==> src/rtl/xmem_pair_sched_if.sv <==
// xmem_pair_sched_if: bundles the point-load stream, the pair output stream and the dual-port memory pins.
// Signal groups:
//   in_data/in_valid/in_ready                    point words from the loader
//   out_i/out_j/out_q0/out_q1/out_valid/out_ready pairs to the distance pipeline
//   mem_cen*/mem_wen*/mem_a*/mem_d*/mem_q*       256x32 dual-port memory, active-low enables
// Modports: master = scheduler, slave = loader/consumer/memory environment.
interface xmem_pair_sched_if #(
    parameter int ADDR_W = 8,
    parameter int DATA_W = 32
);
    logic [DATA_W-1:0] in_data;
    logic              in_valid;
    logic              in_ready;
    logic [ADDR_W-1:0] out_i;
    logic [ADDR_W-1:0] out_j;
    logic [DATA_W-1:0] out_q0;
    logic [DATA_W-1:0] out_q1;
    logic              out_valid;
    logic              out_ready;
    logic              mem_cen0;
    logic              mem_wen0;
    logic [ADDR_W-1:0] mem_a0;
    logic [DATA_W-1:0] mem_d0;
    logic              mem_cen1;
    logic              mem_wen1;
    logic [ADDR_W-1:0] mem_a1;
    logic [DATA_W-1:0] mem_d1;
    logic [DATA_W-1:0] mem_q0;
    logic [DATA_W-1:0] mem_q1;

    modport master (
        input  in_data, in_valid, out_ready, mem_q0, mem_q1,
        output in_ready, out_i, out_j, out_q0, out_q1, out_valid,
               mem_cen0, mem_wen0, mem_a0, mem_d0, mem_cen1, mem_wen1, mem_a1, mem_d1
    );

    modport slave (
        output in_data, in_valid, out_ready, mem_q0, mem_q1,
        input  in_ready, out_i, out_j, out_q0, out_q1, out_valid,
               mem_cen0, mem_wen0, mem_a0, mem_d0, mem_cen1, mem_wen1, mem_a1, mem_d1
    );
endinterface

==> src/rtl/xmem_pair_sched.sv <==
// xmem_pair_sched: loads N point words into the dual-port memory, then streams every point pair to the distance pipeline.
// Ports:
//   CLK, RESET      clock (rising edge), synchronous active-high reset
//   start, num_pts  begin a run with N points (sampled only when idle)
//   busy, done      run in progress / one-cycle end-of-run pulse
//   bus (master)    load stream, pair stream and memory pins, see xmem_pair_sched_if
// Option: define XMEM_SELF_PAIR_EN to also emit self pairs (i,i).
module xmem_pair_sched #(
    parameter int ADDR_W = 8,
    parameter int DATA_W = 32,
    parameter int DEPTH  = 2 ** ADDR_W
) (
    input  logic            CLK,
    input  logic            RESET,
    input  logic            start,
    input  logic [ADDR_W:0] num_pts,
    output logic            busy,
    output logic            done,
    xmem_pair_sched_if.master bus
);
    // One extra bit so that N=DEPTH and the one-past-last pair index are representable.
    localparam int CW = $clog2(DEPTH) + 1;
    localparam logic [CW-1:0] ONE = CW'(1);
`ifdef XMEM_SELF_PAIR_EN
    localparam logic [CW-1:0] J_OFF = '0;
`else
    localparam logic [CW-1:0] J_OFF = ONE;
`endif

    typedef enum logic [1:0] {IDLE, LOAD, PAIR, DONE} state_t;

    state_t            state_q, state_d;
    logic [CW-1:0]     n_q, n_d;
    logic [CW-1:0]     load_cnt_q, load_cnt_d;
    logic [CW-1:0]     i_q, i_d;
    logic [CW-1:0]     j_q, j_d;
    logic [ADDR_W-1:0] out_i_q, out_i_d;
    logic [ADDR_W-1:0] out_j_q, out_j_d;
    logic              out_valid_q, out_valid_d;
    logic              pairs_left;
    logic              issue;

    always_ff @(posedge CLK) begin
        if (RESET) begin
            state_q     <= IDLE;
            n_q         <= '0;
            load_cnt_q  <= '0;
            i_q         <= '0;
            j_q         <= '0;
            out_i_q     <= '0;
            out_j_q     <= '0;
            out_valid_q <= 1'b0;
        end else begin
            state_q     <= state_d;
            n_q         <= n_d;
            load_cnt_q  <= load_cnt_d;
            i_q         <= i_d;
            j_q         <= j_d;
            out_i_q     <= out_i_d;
            out_j_q     <= out_j_d;
            out_valid_q <= out_valid_d;
        end
    end

    always_comb begin
        state_d      = state_q;
        n_d          = n_q;
        load_cnt_d   = load_cnt_q;
        i_d          = i_q;
        j_d          = j_q;
        out_i_d      = out_i_q;
        out_j_d      = out_j_q;
        out_valid_d  = out_valid_q;
        bus.in_ready = 1'b0;
        bus.mem_cen0 = 1'b1;
        bus.mem_wen0 = 1'b1;
        bus.mem_a0   = '0;
        bus.mem_d0   = '0;
        bus.mem_cen1 = 1'b1;
        bus.mem_wen1 = 1'b1;
        bus.mem_a1   = '0;
        // j walks past N-1 exactly when the pair list is exhausted.
        pairs_left   = j_q < n_q;
        issue        = 1'b0;
        busy         = state_q == LOAD || state_q == PAIR;
        done         = state_q == DONE;
        case (state_q)
            IDLE: begin
                if (start) begin
                    n_d        = num_pts;
                    load_cnt_d = '0;
                    i_d        = '0;
                    j_d        = J_OFF;
                    state_d    = num_pts == '0 ? DONE : LOAD;
                end
            end
            LOAD: begin
                bus.in_ready = 1'b1;
                if (bus.in_valid) begin
                    bus.mem_cen0 = 1'b0;
                    bus.mem_wen0 = 1'b0;
                    bus.mem_a0   = load_cnt_q[ADDR_W-1:0];
                    bus.mem_d0   = bus.in_data;
                    load_cnt_d   = load_cnt_q + ONE;
                    // Too few points to form any pair: skip PAIR entirely.
                    if (load_cnt_d == n_q)
                        state_d = n_q > J_OFF ? PAIR : DONE;
                end
            end
            PAIR: begin
                // The output slot frees when empty or being accepted this cycle.
                issue = pairs_left && (!out_valid_q || bus.out_ready);
                if (issue) begin
                    bus.mem_cen0 = 1'b0;
                    bus.mem_cen1 = 1'b0;
                    bus.mem_a0   = i_q[ADDR_W-1:0];
                    bus.mem_a1   = j_q[ADDR_W-1:0];
                    out_i_d      = i_q[ADDR_W-1:0];
                    out_j_d      = j_q[ADDR_W-1:0];
                    out_valid_d  = 1'b1;
                    i_d          = j_q + ONE == n_q ? i_q + ONE : i_q;
                    j_d          = j_q + ONE == n_q ? i_q + ONE + J_OFF : j_q + ONE;
                end else if (bus.out_ready) begin
                    out_valid_d = 1'b0;
                end
                if (out_valid_q && bus.out_ready && !pairs_left)
                    state_d = DONE;
            end
            DONE: state_d = IDLE;
            default: state_d = IDLE;
        endcase
    end

    // Read data is passed straight through; a stalled memory holds its last read.
    assign bus.out_i     = out_i_q;
    assign bus.out_j     = out_j_q;
    assign bus.out_q0    = bus.mem_q0;
    assign bus.out_q1    = bus.mem_q1;
    assign bus.out_valid = out_valid_q;
    assign bus.mem_d1    = '0;
endmodule
==> src/flat_wrapper.sv <==
// flat-port wrapper written by rule: the top's interface ports become plain ports
module xmem_pair_sched_flat 
#(
    parameter int ADDR_W = 8,
    parameter int DATA_W = 32,
    parameter int DEPTH  = 2 ** ADDR_W
)
  (CLK, RESET, start, num_pts, busy, done, bus_in_data, bus_in_valid, bus_out_ready, bus_mem_q0, bus_mem_q1, bus_in_ready, bus_out_i, bus_out_j, bus_out_q0, bus_out_q1, bus_out_valid, bus_mem_cen0, bus_mem_wen0, bus_mem_a0, bus_mem_d0, bus_mem_cen1, bus_mem_wen1, bus_mem_a1, bus_mem_d1);
  xmem_pair_sched_if #(.ADDR_W(ADDR_W), .DATA_W(DATA_W)) bus_i ();
  input  logic CLK;
  input  logic RESET;
  input  logic start;
  input  logic [ADDR_W:0] num_pts;
  output logic busy;
  output logic done;
  input wire logic [$bits(bus_i.in_data)-1:0] bus_in_data;
  input wire logic [$bits(bus_i.in_valid)-1:0] bus_in_valid;
  input wire logic [$bits(bus_i.out_ready)-1:0] bus_out_ready;
  input wire logic [$bits(bus_i.mem_q0)-1:0] bus_mem_q0;
  input wire logic [$bits(bus_i.mem_q1)-1:0] bus_mem_q1;
  output wire logic [$bits(bus_i.in_ready)-1:0] bus_in_ready;
  output wire logic [$bits(bus_i.out_i)-1:0] bus_out_i;
  output wire logic [$bits(bus_i.out_j)-1:0] bus_out_j;
  output wire logic [$bits(bus_i.out_q0)-1:0] bus_out_q0;
  output wire logic [$bits(bus_i.out_q1)-1:0] bus_out_q1;
  output wire logic [$bits(bus_i.out_valid)-1:0] bus_out_valid;
  output wire logic [$bits(bus_i.mem_cen0)-1:0] bus_mem_cen0;
  output wire logic [$bits(bus_i.mem_wen0)-1:0] bus_mem_wen0;
  output wire logic [$bits(bus_i.mem_a0)-1:0] bus_mem_a0;
  output wire logic [$bits(bus_i.mem_d0)-1:0] bus_mem_d0;
  output wire logic [$bits(bus_i.mem_cen1)-1:0] bus_mem_cen1;
  output wire logic [$bits(bus_i.mem_wen1)-1:0] bus_mem_wen1;
  output wire logic [$bits(bus_i.mem_a1)-1:0] bus_mem_a1;
  output wire logic [$bits(bus_i.mem_d1)-1:0] bus_mem_d1;
  assign bus_i.in_data = bus_in_data;
  assign bus_i.in_valid = bus_in_valid;
  assign bus_i.out_ready = bus_out_ready;
  assign bus_i.mem_q0 = bus_mem_q0;
  assign bus_i.mem_q1 = bus_mem_q1;
  assign bus_in_ready = bus_i.in_ready;
  assign bus_out_i = bus_i.out_i;
  assign bus_out_j = bus_i.out_j;
  assign bus_out_q0 = bus_i.out_q0;
  assign bus_out_q1 = bus_i.out_q1;
  assign bus_out_valid = bus_i.out_valid;
  assign bus_mem_cen0 = bus_i.mem_cen0;
  assign bus_mem_wen0 = bus_i.mem_wen0;
  assign bus_mem_a0 = bus_i.mem_a0;
  assign bus_mem_d0 = bus_i.mem_d0;
  assign bus_mem_cen1 = bus_i.mem_cen1;
  assign bus_mem_wen1 = bus_i.mem_wen1;
  assign bus_mem_a1 = bus_i.mem_a1;
  assign bus_mem_d1 = bus_i.mem_d1;
  xmem_pair_sched #(.ADDR_W(ADDR_W), .DATA_W(DATA_W), .DEPTH(DEPTH)) u_core (.CLK(CLK), .RESET(RESET), .start(start), .num_pts(num_pts), .busy(busy), .done(done), .bus(bus_i));
endmodule
==> config.mk <==
export PLATFORM = sky130hd
export DESIGN_NAME = xmem_pair_sched_flat
export DESIGN_NICKNAME = d
export VERILOG_FILES = /design/src/rtl/xmem_pair_sched_if.sv /design/src/rtl/xmem_pair_sched.sv /design/src/flat_wrapper.sv
export SDC_FILE = /design/constraint.sdc
export NUM_CORES = 1
export LEC_CHECK = 0
export BUFFER_PORTS_ARGS = -buffer_cell sky130_fd_sc_hd__buf_2
export CORE_MARGIN = 1
export CORE_UTILIZATION = 41
export CTS_BUF_LIST = sky130_fd_sc_hd__clkbuf_4
export CTS_CLUSTER_DIAMETER = 40
export DETAILED_ROUTE_END_ITERATION = 7
export PLACE_DENSITY = 0.9
export SYNTH_ARGS = -nofsm -noshare
export SYNTH_HDL_FRONTEND = slang
export SYNTH_SLANG_ARGS = --single-unit
==> constraint.sdc <==
create_clock -name CLK -period 2.3 [get_ports CLK]
set_input_delay 0 -clock CLK [delete_from_list [all_inputs] [get_ports CLK]]
set_output_delay 0 -clock CLK [all_outputs]
set_load 0.03 [all_outputs]
# Word level (Yosys, flattened, before mapping)
# Index checks and enable logic that the tools add are counted.
# word_totals
elab_cells	76
reg_bits	55
input_bits	110
# classes
mux	32
reduce_logical	19
addsub	4
magnitude_cmp	2
n_eq_ne	11
# ops
cell	n
2-to-1 mux 32 bit	2
2-to-1 mux 9 bit	7
one-hot mux 9 bit (2 select lines)	3
adder 9 x 1 -> 9 bit, second input constant	4
2-to-1 mux 8 bit	4
== test 9 bit	2
one-hot mux 8 bit (2 select lines)	1
inequality test 2 bit, second input constant	6
2-to-1 mux 2 bit	5
greater-than comparator 9 x 1 -> 1 bit, second input constant	1
logical NOT 9 bit	1
less-than comparator 9 bit	1
2-to-1 mux 1 bit	8
one-hot mux 2 bit (4 select lines)	1
AND reduction 4 bit	2
AND reduction 2 bit	3
AND reduction 3 bit	2
nonzero test 2 bit	3
== test 2 bit, second input constant	2
logical AND 1 bit	3
== test 2 x 1 -> 1 bit, second input constant	1
logical NOT 1 bit	2
logical NOT 2 bit	1
logical OR 1 bit	2
one-hot mux 1 bit (2 select lines)	1

# Depth between registers and ports, before layout
# Gate-level depths: netlist of run 1.
# depth
word_depth	5
ltp_mapped	12
mapped_depth_nobuf	10

# Least setup slack after synthesis of run 1
# OpenSTA, ideal clock, no wires.
# synth_timing
path_kind	register -> output
from	register u_core.n_q[2]
to	output bus_mem_a0[5]
t_arrival_ns	2.978
path_buffers	2
required_ns	2.300
setup_slack_ns	-0.678
stages_incl_launch_ff	12
cell_sequence	dfxtp_1 buf_2 inv_1 ha_1 o211ai_1 a21oi_1 o41ai_2 nand2_1 nor2_1 buf_2 nand2_1 a21boi_0
# synth_via
elab_chain_cells	4
# synth_rtl
item	line	rtl
start: declaration	xmem_pair_sched.sv:33	logic [CW-1:0] n_q, n_d;
start signal: assignment	xmem_pair_sched.sv:55	n_q <= n_d;
less-than comparator 9 bit	xmem_pair_sched.sv:83	pairs_left = j_q < n_q;
logical AND 1 bit	xmem_pair_sched.sv:112	issue = pairs_left && (!out_valid_q || bus.out_ready);
2-to-1 mux 8 bit	xmem_pair_sched.sv:113	if (issue) begin
one-hot mux 8 bit (2 select lines)	xmem_pair_sched.sv:87	case (state_q)
end: declaration	flat_wrapper.sv:29	output wire logic [$bits(bus_i.mem_a0)-1:0] bus_mem_a0;
# No other way between the ends.

# Worst setup path in the final report of run 1
# layout_timing
from	register u_core.j_q[3]
to	output bus_mem_a0[2]
# layout_via
elab_chain_cells	4
# layout_rtl
item	line	rtl
start: declaration	xmem_pair_sched.sv:36	logic [CW-1:0] j_q, j_d;
start signal: assignment	xmem_pair_sched.sv:58	j_q <= j_d;
less-than comparator 9 bit	xmem_pair_sched.sv:83	
logical AND 1 bit	xmem_pair_sched.sv:112	
2-to-1 mux 8 bit	xmem_pair_sched.sv:113	
one-hot mux 8 bit (2 select lines)	xmem_pair_sched.sv:87	
# No other way between the ends.

==> results.cfg, run 1 <==
[sta]
finalHoldViolCount = 0
report.final.slew_viol_count = 0
worstMarginPinSlew_ns = 0.651
layout_setup_ws_ns = -0.280
fmax_ghz = 0.388
finalSetupViolCount = 37
finalCriticalPeriod_ns = 2.58
finClkSkew_ns = 0.00576
period_share_pct = 112
relSlewSlack_pct = 56.4
rsz0062_at_grt = yes

[setup_path]
r2r_cells = 12
start_kind = flip-flop
critPathMaxFanout = 4
r2r-start = u_core.n_q[5]
r2r_slack_ns = -0.16
cp.required_ns = 2.30
worstPathBufferInverterCount = 3
crit_slowest_cell = o41ai_4
worstReg2RegEnd = u_core.state_q[1]
arrival_ns = 2.58
cp_cell_sequence = buf_6 > ha_4 > a22o_1 > o41ai_4 > nand2_2 > nor2_4 > buf_4 > nand2_2 > a21boi_2 > buf_6
path_class = reg -> out
crit_path_max_incr_delay_ns = 0.40
critPathTopFamily = compound AO/OA/AOI/OAI gates
cp-end-kind = output pin

[placement]
gp_congestion = 0.965
port_buffers = 116
hpwl_mm = 10.6

[run]
max_cap_viol_count = 0

[yosys]
synth_area_um2 = 4780
ys_ff_latch = 55
async_flop_share_pct = 0
syn_inst = 646
synth-edff-count = 0
seq_area_frac_synth_pct = 23.0
synth_area_per_cell_um2 = 7.40
synthFlopType = dfxtp_1
yosys.cell_types.count = 68
ys_warn_count = 0

[clocking]
cts_root_buf = clkbuf_4
clock_latency_ns = 0.39
cts.sinks = 55
cts_made_buffers = 5
htreeDepth = 2
cts_tree = built
clkTransAtPathRegs_ns = 0.16
cts_buffer_depth = 2

[die]
start_util_pct = 42.0
die-area_um2 = 12100
row_count = 39
core_um2 = 11400
die_y_um = 110
fp.dieW_um = 110
io_pins = 278

[route]
drc_errors = 0
wl_per_cell_um = 16.3
num_vias = 4966
ant_nets = 0
vias_per_cell = 5.51
drt_iter0_drc = 439
drt_pass1_iterations = 7
drt_wl_total_mm = 14.7

[worst_hold_path]
hold_depth = 0
min_delay_worst_endpoint = bus_out_q1[30]
holdCritStartpoint = bus_mem_q1[30]
hold_path_class = in -> out

[grt]
grt_pass1_wl_mm = 22.1
overflow = 0
grt_use_total_pct = 23.5
grt_pass1_vias = 4506
antenna_found_initial = 0
grt_max_degree = 40

[cells_and_area]
area_growth_pct = 25.7
nNetsFinal = 884
diodes = 0
layout-drive-gt1-share_pct = 36.3
fin_util_pct = 52.8

[power_and_ir_drop]
seqPwrFrac_pct = 23.2
ir_drop_uv = 409
power.density_nw_per_um2 = 773
p_leak_nw = 2.82
fin_total_pwr_mw = 4.64
switchingPower_mw = 2.07
clock_power_share_pct = 14.3
switching_share_pct = 44.7
internal_power_mw = 2.57
combPwrFrac_pct = 62.5

[outcome]
failed_checks = setup timing
outcome = finished, violations left
## flip-flops by register name, indices dropped and copies added (netlist names)
name	count
u_core.i_q	9
u_core.j_q	9
u_core.load_cnt_q	9
u_core.n_q	9
u_core.bus.out_i	8
u_core.bus.out_j	8
u_core.state_q	2
u_core.bus.out_valid	1
## worst max-delay path by stage
stage	start	end	slack (ns)	cells past startpoint
4_1_cts	u_core.j_q[3]	bus_mem_a0[7]	-0.20	10
2_1_floorplan	u_core.n_q[6]	bus_mem_a0[2]	0.0004	9
3_5_place_dp	u_core.j_q[0]	u_core.i_q[4]	-0.04	8
3_3_place_gp	u_core.n_q[4]	u_core.i_q[4]	-0.002	7
5_1_grt	u_core.j_q[6]	bus_mem_a0[0]	-0.34	9
6_report	u_core.j_q[3]	bus_mem_a0[2]	-0.28	10
## power groups by stage
stage | registers, mW | logic [mW] | clock network, mW
after floorplan | 1.12 | 1.85 | 0
after global placement | 1.10 | 2.28 | 0
after detailed placement | 1.10 | 2.32 | 0
after CTS | 1.07 | 2.54 | 0.674
after global routing | 1.08 | 3.08 | 0.713
final | 1.07 | 2.90 | 0.666
## metrics by stage
stage / setup TNS [ns] / worst slack, ns / cell area (um2) / cells / hold slack, ns
2_1_floorplan: 0 / 0.000394 / 4980 / 677 / 0.132
3_3_place_gp: -0.00170 / -0.00170 / 5270 / 859 / 0.000205
3_5_place_dp: -0.154 / -0.0428 / 5270 / 859 / 0.000205
4_1_cts: -2.37 / -0.196 / 5780 / 894 / 0.000205
5_1_grt: -8.49 / -0.341 / 6010 / 901 / 0.0000434
6_report: -5.07 / -0.280 / 6010 / 901 / 0.0000105
## synthesized netlist by cell type (12+ instances only)
cell	number	area [um2]
o21ai_0	21	105
xnor2_1	16	140
inv_1	31	116
clkbuf_1	25	93.8
and3_1	39	244
ha_1	17	213
nand3_1	14	70.1
a21oi_1	49	245
nor2_1	25	93.8
xor2_1	12	105
dfxtp_1	55	1100
nand2_1	90	338
buf_4	101	758
## timing repair
action,in CTS,in global routing
endpoints found under the setup margin,44,39
gates cloned,0,1
hold buffers,10,0
setup buffers,17,6
hold endpoints to repair,11,0
pin swaps,23,18
resized for setup,59,40
## layout by cell type (no fill, tap or decap), drive strengths merged, types with 5 or more instances in the layout
cell and n:
buf 199, nand2 92, dfxtp 55, a21oi 49
and3 39, conb 33, inv 32, o21ai 27
nor2 26, xnor2 17, ha 17, nand3 14
xor2 12, dlygate4sd3 10, a211oi 9, a31oi 9
nor2b 8, nor3 8, and2 8, a21boi 8
nand2b 7, o211ai 6, a21o 6, clkbuf 6
o22ai 5
## cells by family after synthesis
group	share of synthesized area, %
compound gates	20.5
xor+xnor	5.47
fa+ha+maj	4.45
buf+inv	21.9
flops	23.0
mux	0.838
other cells	0.157
simple gates	23.7
## cell type report
class / count / area (um2)
timing repair buffer: 210 / 1470
fill: 1009 / 5360
tap: 143 / 179
inverter: 32 / 123
clock inverter: 3 / 67.6
clock buffer: 5 / 37.5
sequential: 55 / 1130
multi-input combinational: 453 / 2990
## layer usage
metal  vias up  share of wire (%)  global-route usage, %  routed length, um
met4         0                2.7                   9.81                400
li1       2301                  -                      -                  -
met2       288                 46                   37.7               6770
met5         -                  0                      0                  0
met1      2325                 41                   30.0               6100
met3        52                9.8                   5.51               1450
## worst register-to-register path, stage by stage, from the launching register on
cell      delay [ns]
dfxtp_2         0.36
inv_1           0.05
ha_2            0.31
o21ai_0         0.09
a21oi_2         0.19
o41ai_4         0.13
buf_4           0.15
buf_4           0.15
a221o_1         0.34
a211oi_2        0.22
buf_4           0.16
nor2_1          0.03
a311oi_1        0.20
No activity file was read; power rests on OpenSTA's default activity.
==> run 2, diff against run 1 <==
- PLACE_DENSITY: 0.9 -> 0.87
- clock period: 2.3 -> 2.42 ns (I/O delays scaled with it)
==> run 2 against run 1 <==
The run still ends with setup timing left. Clock-buffer cell count unchanged. Via count decreased by 4.3%. Flip-flop and latch count unchanged. Wire length decreased by 4.3%. Global-route usage decreased by 0.68 points. Design area decreased by 3.4%. Power decreased by 15%. Critical path type unchanged.
==> results.cfg, run 2 (same netlist as run 1, synthesis figures left out) <==
[setup_path]
cp.required_ns = 2.42
critPathMaxFanout = 6
cp-end-kind = output pin
r2r_cells = 8
start_kind = flip-flop
arrival_ns = 2.51
path_class = reg -> out

[die]
fp.dieW_um = 110
die_y_um = 110
io_pins = 278
die-area_um2 = 12100
core_um2 = 11400
start_util_pct = 42.0
row_count = 39

[sta]
layout_setup_ws_ns = -0.0898
report.final.slew_viol_count = 0
finalSetupViolCount = 17
worstMarginPinSlew_ns = 0.672
period_share_pct = 104
finalCriticalPeriod_ns = 2.51
fmax_ghz = 0.398
finalHoldViolCount = 0
rsz0062_at_grt = yes
whs_ns = 0.0000105
finClkSkew_ns = 0.00949
relSlewSlack_pct = 55.0

[run]
max_cap_viol_count = 0

[clocking]
htreeDepth = 2
clock_latency_ns = 0.39
cts_made_buffers = 5
cts.sinks = 55
cts_buffer_depth = 2
cts_tree = built
clkTransAtPathRegs_ns = 0.15
cts_root_buf = clkbuf_4

[power_and_ir_drop]
ir_drop_uv = 377
p_leak_nw = 2.76
power.density_nw_per_um2 = 683

[placement]
hpwl_mm = 10.2
place_area_um2 = 5130
gp_congestion = 0.943
port_buffers = 116

[grt]
grt_use_total_pct = 22.8
grt_pass1_wl_mm = 21.5
grt_pass1_vias = 4326
grt_max_degree = 40
overflow = 0
antenna_found_initial = 1

[cells_and_area]
nNetsFinal = 865
area_growth_pct = 21.5
mostFrequentLayoutCell = buf_2
layout-drive-gt1-share_pct = 34.8
fin_area_um2 = 5800
most-common-layout-cells = 99 x buf_2, 77 x nand2_1, 57 x buf_4

[worst_hold_path]
hold_depth = 0
hold_path_class = in -> out

[route]
vias_per_cell = 5.38
drc_errors = 0
drt_iter0_drc = 418
ant_nets = 0
num_vias = 4750
wl_per_cell_um = 16.0
drt_wl_total_mm = 14.1
drt_pass1_iterations = 5

[outcome]
failed_checks = setup timing
outcome = finished, violations left
run 2: cell types whose count changed in the layout (fill, tap and decap cells not counted), moves of 3 or more:
cell / change
buf_4: -21
nand2_1: -7
nand2_4: +5
inv_1: -3
inv_2: +3
o21ai_1: -3
run 2: through the flow:
stage                     TNS [ns]  cells  worst slack [ns]  utilization, %  total power, mW
after detailed placement   -0.0266    845           -0.0165            45.1             3.17
after CTS                    -1.14    876           -0.0999            49.5             3.78
after global routing         -2.98    883            -0.173            51.1             4.17
after global placement           0    845            0.0547            45.1             3.14
after floorplan                  0    677            0.0155               -             2.79
final                       -0.855    883           -0.0898            51.1             3.96
run 2: final timing paths:
kind / from / endpoint / slack (ns)
worst max-delay path: u_core.j_q[2] / bus_mem_a0[2] / -0.09
worst min-delay path: bus_mem_q0[0] / bus_out_q0[0] / 0.00001
worst max register to register: u_core.j_q[0] / u_core.i_q[4] / -0.02
worst min register to register: u_core.bus.out_i[7] / u_core.bus.out_i[7] / 0.46
run 2: critical path, stage by stage (launching register included):
cell	delay [ns]
dfxtp_2	0.35
buf_6	0.12
ha_4	0.23
o211ai_1	0.18
a21oi_2	0.07
o41ai_4	0.28
nand2_2	0.13
nor2_4	0.18
buf_12	0.15
nand2_1	0.07
a21boi_2	0.20
buf_6	0.15
run 2: power by group:
group          leakage [nW]  switching, mW  internal, mW
Combinational          2.28           1.53         0.992
Sequential            0.453         0.0492         0.969
Clock                0.0272          0.308         0.112
run 2: what timing repair did:
item,4_1_cts,5_1_grt
hold endpoints to repair,11,0
gates cloned,1,0
buffers inserted,12,6
pin swaps,6,14
hold buffers,10,0
setup endpoints to repair,21,37
gates resized for setup,68,47
run 2: final cells by class:
| type | count | area [um2] |
|---|---|---|
| Sequential cell | 55 | 1130 |
| Clock inverter | 3 | 20.0 |
| Inverter | 32 | 123 |
| Fill cell | 1066 | 5570 |
| Tap cell | 143 | 179 |
| Antenna cell | 1 | 2.50 |
| Clock buffer | 5 | 37.5 |
| Multi-Input combinational cell | 453 | 2970 |
| Timing Repair Buffer | 191 | 1340 |
run 2: per-layer routing:
metal	part of all wire [%]	global-route usage [%]	vias to the layer above
met2	45	36.8	242
met3	8.6	4.74	37
met5	0	0	-
met4	3.6	10.9	0
li1	-	-	2274
met1	43	28.9	2197
==> run 3, diff against run 2 <==
- GPL_TIMING_DRIVEN: default -> 1
- PLACE_DENSITY: 0.87 -> 0.76
==> run 3 against run 2 <==
The flow still finishes with violations (setup timing). Power rose by 4.7%. Combinational power is 5% higher. Fmax down 1.2%. Worst setup slack worse by 0.030 ns. Critical path depth increased by 1. Clock skew rose by 0.017 ns. Critical endpoint is now bus_mem_a1[1].
==> results.cfg, run 3 (same netlist as run 1, synthesis figures left out) <==
[setup_path]
cp-end-kind = output pin
r2r_cells = 10
crit_path_max_incr_delay_ns = 0.36
cp.required_ns = 2.42
crit_slowest_cell = dfxtp_2
cp_cell_sequence = buf_6 > ha_4 > o211ai_1 > a21oi_2 > o41ai_4 > nand2_2 > nor2_4 > buf_12 > buf_4 > nand2_1 > inv_1 > buf_6
start_kind = flip-flop
path_class = reg -> out
critPathMaxFanout = 6
critPathMostFrequentCell = buf_6
worstReg2RegEnd = u_core.j_q[2]
crit_start = u_core.j_q[2]
arrival_ns = 2.54
r2r-start = u_core.j_q[0]
r2r_slack_ns = 0

[sta]
relSlewSlack_pct = 55.7
fmax_ghz = 0.394
period_share_pct = 105
setup_tns_ns = -1.64
finalHoldViolCount = 0
finClkSkew_ns = 0.0269
finalSetupViolCount = 17
layout_setup_ws_ns = -0.120
report.final.slew_viol_count = 0
worstMarginPinSlew_ns = 0.661
finalCriticalPeriod_ns = 2.54
rsz0062_at_grt = yes

[route]
num_vias = 4693
vias_per_cell = 5.28
drc_errors = 0
ant_nets = 0
drt_wl_total_mm = 13.7
drt_iter0_drc = 386
wl_per_cell_um = 15.5
drt_pass1_iterations = 5

[power_and_ir_drop]
internal_power_mw = 2.20
combPwrFrac_pct = 63.9
fin_total_pwr_mw = 4.15
ir_drop_uv = 297
switching_share_pct = 46.9
seqPwrFrac_pct = 24.8
power.density_nw_per_um2 = 700
clock_power_share_pct = 11.3
switchingPower_mw = 1.95
p_leak_nw = 2.85

[placement]
place_inst = 853
hpwl_mm = 10.1
gp_congestion = 0.951
port_buffers = 116

[cells_and_area]
layout-drive-gt1-share_pct = 36.9
area_growth_pct = 24.2
multiInputGateArea_um2 = 3010
fin_cells = 888
area.sequential_um2 = 1120
most-common-layout-cells = 100 x buf_2, 70 x nand2_1, 55 x buf_4
mostFrequentLayoutCell = buf_2
fin_util_pct = 52.2
diodes = 0
nNetsFinal = 871
fill_cells = 1076

[clocking]
cts_made_buffers = 5
cts.sinks = 55
clkTransAtPathRegs_ns = 0.16
cts_root_buf = clkbuf_4
clock_latency_ns = 0.40
htreeDepth = 2
cts_buffer_depth = 2
cts_tree = built

[die]
start_util_pct = 42.0
io_pins = 278
row_count = 39
fp.dieW_um = 110
die-area_um2 = 12100
die_y_um = 110
core_um2 = 11400

[grt]
grt_use_total_pct = 21.4
antenna_found_initial = 0
grt_pass1_vias = 4085
grt_max_degree = 40
grt_pass1_wl_mm = 20.2
overflow = 0

[worst_hold_path]
holdCritStartpoint = bus_mem_q1[30]
min_delay_worst_endpoint = bus_out_q1[30]
hold_path_class = in -> out
hold_depth = 0

[outcome]
outcome = finished, violations left
failed_checks = setup timing

[run]
max_cap_viol_count = 0
-- run 3: worst max path at each step --
stage,end,slack (ns)
global route,bus_mem_a1[2],-0.25
global placement,u_core.i_q[4],0.06
detailed placement,u_core.i_q[4],0.02
finish,bus_mem_a1[1],-0.12
CTS,bus_mem_a0[7],-0.12
floorplan,u_core.i_q[5],0.02
-- run 3: layer usage --
layer | track usage, % | vias up | wire, um
met2 | 33.1 | 222 | 6170
met5 | 0 | - | 0
met3 | 4.03 | 33 | 1210
li1 | - | 2278 | -
met1 | 29.2 | 2160 | 6000
met4 | 7.90 | 0 | 340
-- run 3: what timing repair did --
item / CTS / global route
cloned: 0 / 2
hold buffers: 10 / 0
hold endpoints to repair: 11 / 0
pin swaps: 2 / 34
resized for setup: 36 / 97
endpoints found under the setup margin: 18 / 31
setup buffers: 3 / 12
-- run 3: final cells by class --
cell class | instances | share of cell area (%)
Clock buffer | 5 | 0.633
Clock inverter | 3 | 0.464
Inverter | 32 | 2.24
Multi-Input combinational cell | 453 | 50.8
Sequential cell | 55 | 18.9
Tap cell | 143 | 3.02
Timing Repair Buffer | 197 | 23.9
-- run 3: metrics by stage --
step                setup WS, ns  area [um2]  hold WS (ns)
global route              -0.250        5930     0.0000482
CTS                       -0.125        5490      0.000205
finish                    -0.120        5930     0.0000105
detailed placement        0.0200        5190      0.000205
global placement          0.0607        5190      0.000205
floorplan                 0.0155        4940         0.132
-- run 3: power by group through the flow --
stage	combinational (mW)	sequential, mW	clock [mW]
2_1_floorplan	1.74	1.05	0
3_3_place_gp	2.14	1.03	0
3_5_place_dp	2.15	1.04	0
4_1_cts	2.24	1.02	0.467
5_1_grt	2.83	1.04	0.519
6_report	2.65	1.03	0.469
-- run 3: critical path: cells and delay by family, from the launching register on --
| kind | cells | cell delay [ns] |
|---|---|---|
| buffers and inverters | 5 | 0.62 |
| AO/OA/AOI/OAI | 3 | 0.61 |
| adder cells (fa/ha/maj) | 1 | 0.19 |
| AND/OR/NAND/NOR | 3 | 0.38 |
| flip-flops | 1 | 0.36 |
